`src/rtl/fp_mul_pkg.sv`:
```
// Shared types, flag positions and format helpers for the sequential FP multiplier.
package fp_mul_pkg;

  typedef enum logic [1:0] {
    S_IDLE = 2'd0,
    S_MUL  = 2'd1,
    S_NORM = 2'd2,
    S_DONE = 2'd3
  } state_t;

  // Operand class captured at accept; decides whether the datapath result is used.
  typedef enum logic [1:0] {
    SPC_NONE = 2'd0,
    SPC_NAN  = 2'd1,
    SPC_INF  = 2'd2,
    SPC_ZERO = 2'd3
  } spc_t;

  localparam int FLAG_NV = 3;
  localparam int FLAG_OF = 2;
  localparam int FLAG_UF = 1;
  localparam int FLAG_NX = 0;

  localparam logic RND_RNE   = 1'b0;
  localparam logic RND_TRUNC = 1'b1;

  function automatic int fp_bias(int exp_w);
    return (1 << (exp_w - 1)) - 1;
  endfunction

  function automatic logic [63:0] fp_canon_nan(int exp_w, int man_w);
    return (((64'd1 << exp_w) - 64'd1) << man_w) | (64'd1 << (man_w - 1));
  endfunction

endpackage

```
`src/rtl/fp_mul_booth_step.sv`:
```
// One radix-4 Booth digit: recode a 3-bit window into 0/+-A/+-2A and accumulate.
module fp_mul_booth_step #(
  parameter int PW = 18
) (
  input  logic [2:0]    win,
  input  logic [PW-1:0] mcand,
  input  logic [PW-1:0] acc_in,
  output logic [PW-1:0] acc_out
);

  logic [PW-1:0] pp;

  // Arithmetic is modulo 2^PW; the final product is non-negative and narrower.
  always_comb begin
    pp = '0;
    unique case (win)
      3'b001, 3'b010: pp = mcand;
      3'b011:         pp = mcand << 1;
      3'b100:         pp = -(mcand << 1);
      3'b101, 3'b110: pp = -mcand;
      default:        pp = '0;
    endcase
    acc_out = acc_in + pp;
  end

endmodule

```
`src/rtl/fp_mul_seq.sv`:
```
// Sequential floating-point multiplier: iterative Booth multiply, then normalise and round.
// Handshake: a transfer happens on a rising edge where valid && ready; in_ready only in IDLE, out_valid only in DONE.
module fp_mul_seq
  import fp_mul_pkg::*;
#(
  parameter int EXP_W = 8,
  parameter int MAN_W = 7,
  localparam int W = 1 + EXP_W + MAN_W
) (
  input  logic         clk,
  input  logic         rst_n,
  input  logic         in_valid,
  output logic         in_ready,
  input  logic [W-1:0] in_a,
  input  logic [W-1:0] in_b,
  input  logic         rnd_mode,
  output logic         out_valid,
  input  logic         out_ready,
  output logic [W-1:0] out_result,
  output logic [3:0]   out_flags
);

  localparam int N       = MAN_W + 1;
  localparam int MUL_CYC = (MAN_W + 3) / 2;
  localparam int MW      = 2 * MUL_CYC;
  localparam int PW      = N + MW;
  localparam int EW      = EXP_W + 2;
  localparam int CW      = $clog2(MUL_CYC + 1);
  localparam logic signed [EW-1:0] BIAS_E = EW'(fp_bias(EXP_W));
  localparam logic signed [EW-1:0] EMAX_E = EW'((1 << EXP_W) - 1);
  localparam logic signed [EW-1:0] ZERO_E = '0;
  localparam logic [W-1:0] NAN_WORD = W'(fp_canon_nan(EXP_W, MAN_W));

  state_t                 state;
  logic [CW-1:0]          cnt;
  logic                   sgn;
  logic signed [EW-1:0]   exp_r;
  spc_t                   spc;
  logic                   rm;
  logic [PW-1:0]          mcand, acc, acc_next;
  logic [MW-1:0]          mplier;
  logic                   prev;

  logic [EXP_W-1:0]       ea, eb;
  logic [MAN_W-1:0]       fa, fb;
  logic                   nan_a, nan_b, inf_a, inf_b, zero_a, zero_b;
  spc_t                   spc_in;
  logic signed [EW-1:0]   exp_in;

  assign ea = in_a[W-2 -: EXP_W];
  assign eb = in_b[W-2 -: EXP_W];
  assign fa = in_a[MAN_W-1:0];
  assign fb = in_b[MAN_W-1:0];

  // Exponent 0 covers both zero and denormal, which are flushed to zero.
  always_comb begin
    nan_a  = (&ea) && (|fa);
    nan_b  = (&eb) && (|fb);
    inf_a  = (&ea) && !(|fa);
    inf_b  = (&eb) && !(|fb);
    zero_a = !(|ea);
    zero_b = !(|eb);
    spc_in = SPC_NONE;
    if (nan_a || nan_b || (inf_a && zero_b) || (inf_b && zero_a)) spc_in = SPC_NAN;
    else if (inf_a || inf_b)                                       spc_in = SPC_INF;
    else if (zero_a || zero_b)                                     spc_in = SPC_ZERO;
    exp_in = $signed({2'b00, ea}) + $signed({2'b00, eb}) - BIAS_E;
  end

  fp_mul_booth_step #(.PW(PW)) u_step (
    .win     ({mplier[1:0], prev}),
    .mcand   (mcand),
    .acc_in  (acc),
    .acc_out (acc_next)
  );

  logic [2*N-1:0]       p, pn;
  logic                 msb, guard, sticky, up;
  logic [MAN_W-1:0]     frac;
  logic [MAN_W:0]       fr;
  logic signed [EW-1:0] e2;
  logic [W-1:0]         res_n;
  logic [3:0]           flg_n;

  // Left-align the product so the hidden bit sits at the top of pn either way.
  always_comb begin
    p      = acc[2*N-1:0];
    msb    = p[2*N-1];
    pn     = msb ? p : (p << 1);
    frac   = pn[2*N-2 -: MAN_W];
    guard  = pn[2*N-2-MAN_W];
    sticky = |pn[2*N-3-MAN_W:0];
    up     = (rm == RND_RNE) && guard && (sticky || frac[0]);
    fr     = {1'b0, frac} + {{MAN_W{1'b0}}, up};
    e2     = exp_r + $signed({{(EW-1){1'b0}}, msb}) + $signed({{(EW-1){1'b0}}, fr[MAN_W]});
    res_n  = {sgn, e2[EXP_W-1:0], fr[MAN_W-1:0]};
    flg_n  = '0;
    flg_n[FLAG_NX] = guard || sticky;
    if (e2 >= EMAX_E) begin
      res_n = {sgn, {EXP_W{1'b1}}, {MAN_W{1'b0}}};
      flg_n[FLAG_OF] = 1'b1;
      flg_n[FLAG_NX] = 1'b1;
    end else if (e2 <= ZERO_E) begin
      res_n = {sgn, {(W-1){1'b0}}};
      flg_n[FLAG_UF] = 1'b1;
      flg_n[FLAG_NX] = 1'b1;
    end
    case (spc)
      SPC_NAN: begin
        res_n = NAN_WORD;
        flg_n = '0;
        flg_n[FLAG_NV] = 1'b1;
      end
      SPC_INF: begin
        res_n = {sgn, {EXP_W{1'b1}}, {MAN_W{1'b0}}};
        flg_n = '0;
      end
      SPC_ZERO: begin
        res_n = {sgn, {(W-1){1'b0}}};
        flg_n = '0;
      end
      default: ;
    endcase
  end

  logic unused_ok;
  assign unused_ok = ^{acc[PW-1:2*N], pn[2*N-1]};

  always_ff @(posedge clk or negedge rst_n) begin
    if (!rst_n) begin
      state      <= S_IDLE;
      in_ready   <= 1'b1;
      out_valid  <= 1'b0;
      out_result <= '0;
      out_flags  <= '0;
      cnt        <= '0;
      sgn        <= 1'b0;
      exp_r      <= '0;
      spc        <= SPC_NONE;
      rm         <= 1'b0;
      mcand      <= '0;
      mplier     <= '0;
      prev       <= 1'b0;
      acc        <= '0;
    end else begin
      case (state)
        S_IDLE: if (in_valid) begin
          state    <= S_MUL;
          in_ready <= 1'b0;
          sgn      <= in_a[W-1] ^ in_b[W-1];
          exp_r    <= exp_in;
          spc      <= spc_in;
          rm       <= rnd_mode;
          mcand    <= {{(PW-N){1'b0}}, 1'b1, fa};
          mplier   <= {{(MW-N){1'b0}}, 1'b1, fb};
          prev     <= 1'b0;
          acc      <= '0;
          cnt      <= '0;
        end
        S_MUL: begin
          acc    <= acc_next;
          mcand  <= mcand << 2;
          mplier <= mplier >> 2;
          prev   <= mplier[1];
          cnt    <= cnt + CW'(1);
          if (cnt == CW'(MUL_CYC - 1)) state <= S_NORM;
        end
        S_NORM: begin
          out_result <= res_n;
          out_flags  <= flg_n;
          out_valid  <= 1'b1;
          state      <= S_DONE;
        end
        S_DONE: if (out_ready) begin
          out_valid <= 1'b0;
          in_ready  <= 1'b1;
          state     <= S_IDLE;
        end
        default: state <= S_IDLE;
      endcase
    end
  end

endmodule
```
`config.mk`:
```
export PLATFORM = sky130hd
export DESIGN_NAME = fp_mul_seq
export DESIGN_NICKNAME = d
export VERILOG_FILES = /design/src/rtl/fp_mul_pkg.sv /design/src/rtl/fp_mul_booth_step.sv /design/src/rtl/fp_mul_seq.sv
export SDC_FILE = /design/constraint.sdc
export NUM_CORES = 1
export LEC_CHECK = 0
export CAP_MARGIN = 20
export CORE_UTILIZATION = 53
export DETAILED_ROUTE_END_ITERATION = 8
export PLACE_DENSITY_LB_ADDON = 0.12
export SLEW_MARGIN = 10
export SYNTH_ARGS = -nofsm -noshare
export SYNTH_HDL_FRONTEND = slang
export SYNTH_HIERARCHICAL = 1
export SYNTH_SLANG_ARGS = --single-unit
```
`constraint.sdc`:
```
create_clock -name clk -period 3.77 [get_ports clk]
set_input_delay 0.754 -clock clk [delete_from_list [all_inputs] [get_ports clk]]
set_output_delay 0.754 -clock clk [all_outputs]
set_load 0.02 [all_outputs]
```
==> results.cfg <==
[outcome]
outcome = completed

[place]
globalplace.congestion = 0.8916
port_buffers = 58
place_hpwl_um = 11590

[clocking]
cts_tree = done
clk_pin_slew_ns = 0.06
clkLatencyLatePin_ns = 0.34
cts_max_path_buffers = 2
cts_root_buf = clkbuf_16
cts_buffers = 9
h-tree-depth = 3
cts.sinks = 82

[die]
dieArea_sq_mm = 0.01213
die_width_um = 110.1
coreArea_sq_mm = 0.01142
initial_core_util_pct = 54.27
pin_count = 59
rows = 39
fp.dieH_um = 110.1

[detailed_routing]
antenna_left = 0
first_iter_violations = 359
wire_per_inst_um = 17.15
first_pass_iters = 6
drc = 0
vias_per_cell = 6.065
num_vias = 5616
drt_wl_total_um = 15880

[sta]
finClkSkew_ns = 0.008625
slew_headroom_pct = 32.87
tightest_slew_ns = 1.007
fin_crit_sh_pct = 95.64
finalSetupViolations = 0
max_freq_ghz = 0.2773
maxSlewViolCount = 0
finalCriticalPeriod_ns = 3.606
hold_viol = 0
fin_hold_ws_ns = 0.3288

[power]
peakVddDrop_mv = 0.4795
p_leak_nw = 3.226
p_per_area_mw_per_mm2 = 888.1
totalPowerFinal_mw = 6.577

[critical_path]
slowest_stage = dfrtp_1
cp_num_buf_inv = 1
critPathTopFamily = compound AO/OA/AOI/OAI gates
path_class = reg2reg
crit_chain = inv_1 > ha_2 > or3b_1 > nand2b_1 > or3_4 > a21oi_2 > o221ai_1 > o22ai_1 > ha_1 > a211oi_2 > o21ai_0 > o211ai_1 > o211a_1 > o21ai_0 > xor2_1 > a22o_1
cp-start-kind = flop
critPathCaptureType = flop
cp_max_fo = 3
crit_path_max_incr_delay_ns = 0.40
cp_common_cell = o21ai_0
cp_data_required_time_ns = 4.00
crit_arrival_ns = 3.84

[synth]
netlist_instances = 718
ys_warn_count = 6
syn_area_sq_mm = 0.006197
syn_nets = 802
avgSynthCellArea_sq_um = 8.631

[global_routing]
grt_use_met1_pct = 40.04
grtUsageMet2_pct = 41.52
antenna_found_initial = 0
met3_usage_pct = 3.762
grt_use_total_pct = 27.43
top_usage_layer = met2
grt.overflow.total = 0
grt_max_degree = 83
grt_pass1_vias = 5198
grt_pass1_wl_um = 25750

[worst_hold_path]
hold_path.class = in2async

[final_layout]
diodes = 0
areaGrowthSynthToFinish_pct = 19.50
fillCellCount = 971
nNetsFinal = 862
layout-drive-gt1-share_pct = 9.451
finish.utilization_pct = 64.86

[run]
cap_viol_max_count = 0
## metal layers
metal / routed length [um] / share of wire (%)
met5: 0 / 0
met3: 751 / 4.7
met2: 7165 / 45
met1: 7726 / 49
met4: 237 / 1.5
## cell type report
type,instances,area (sq um),area share (%)
clock buffer,12,256.5,3.463
tap,143,178.9,2.416
clock inverter,4,48.80,0.6589
sequential,82,2056,27.76
inverter,54,202.7,2.737
multi-input combinational,545,3855,52.05
timing repair buffer,86,808.3,10.91
## power breakdown
part | leakage [nW] | switching (mW) | internal, mW
Clock | 0.153 | 0.361 | 0.550
Combinational | 2.03 | 2.25 | 1.74
Sequential | 1.05 | 0.427 | 1.25
## path summary, 6_finish.rpt
| kind | endpoint | depth (start not counted) | from | slack [ns] |
|---|---|---|---|---|
| max | acc[15] | 16 | mcand[1] | 0.16 |
| min | out_result[10] | 1 | rst_n | 0.33 |
| max reg2reg | acc[15] | 16 | mcand[1] | 0.16 |
| min reg2reg | mplier[2] | 2 | mplier[2] | 0.49 |
| max in group asynchronous | in_ready | 2 | rst_n | 2.78 |
| min in group clk | mplier[2] | 2 | mplier[2] | 0.49 |
## worst reg2reg max path, stage by stage, from the launching register on
cell and delay (ns):
dfrtp_1 0.40, inv_1 0.07, ha_2 0.18, or3b_1 0.37
nand2b_1 0.17, or3_4 0.34, a21oi_2 0.15, o221ai_1 0.13
o22ai_1 0.20, ha_1 0.28, a211oi_2 0.24, o21ai_0 0.13
o211ai_1 0.16, o211a_1 0.24, o21ai_0 0.10, xor2_1 0.15
a22o_1 0.20
## sequential cells by signal, summed over array words and instances, names as in the netlist
register,count
rm,1
in_ready,1
sgn,1
exp_r,10
out_result,16
mcand,16
mplier,8
out_flags,4
spc,2
acc,16
cnt,3
out_valid,1
state,2
prev,1
## stage by stage
step,TNS [ns],worst slack (ns),cell area (sq um),std cells
4_1_cts,0,0.02173,7292,923
3_3_place_gp,0,0.2186,6987,907
2_1_floorplan,0,0.1767,6197,718
3_5_place_dp,0,0.08241,6987,907
6_report,0,0.1644,7406,926
5_1_grt,-0.03614,-0.03614,7406,926
## layout by cell type, fill, tap and decap left out, types with 16 or more instances in the layout
cell type,n
buf_4,28
o21ai_0,50
inv_1,51
mux2i_1,24
nand2_1,70
ha_1,43
xor2_1,16
nor2_1,53
clkdlybuf4s50_1,57
a21oi_1,30
dfrtp_1,79
a22o_1,26
xnor2_1,25
## timing repair
item / CTS / global route
setup buffers: 0 / 2
resized for setup: 0 / 15
hold buffers: 0 / 0
endpoints found under the setup margin: 0 / 17
Power figures use the tool's default switching activity.
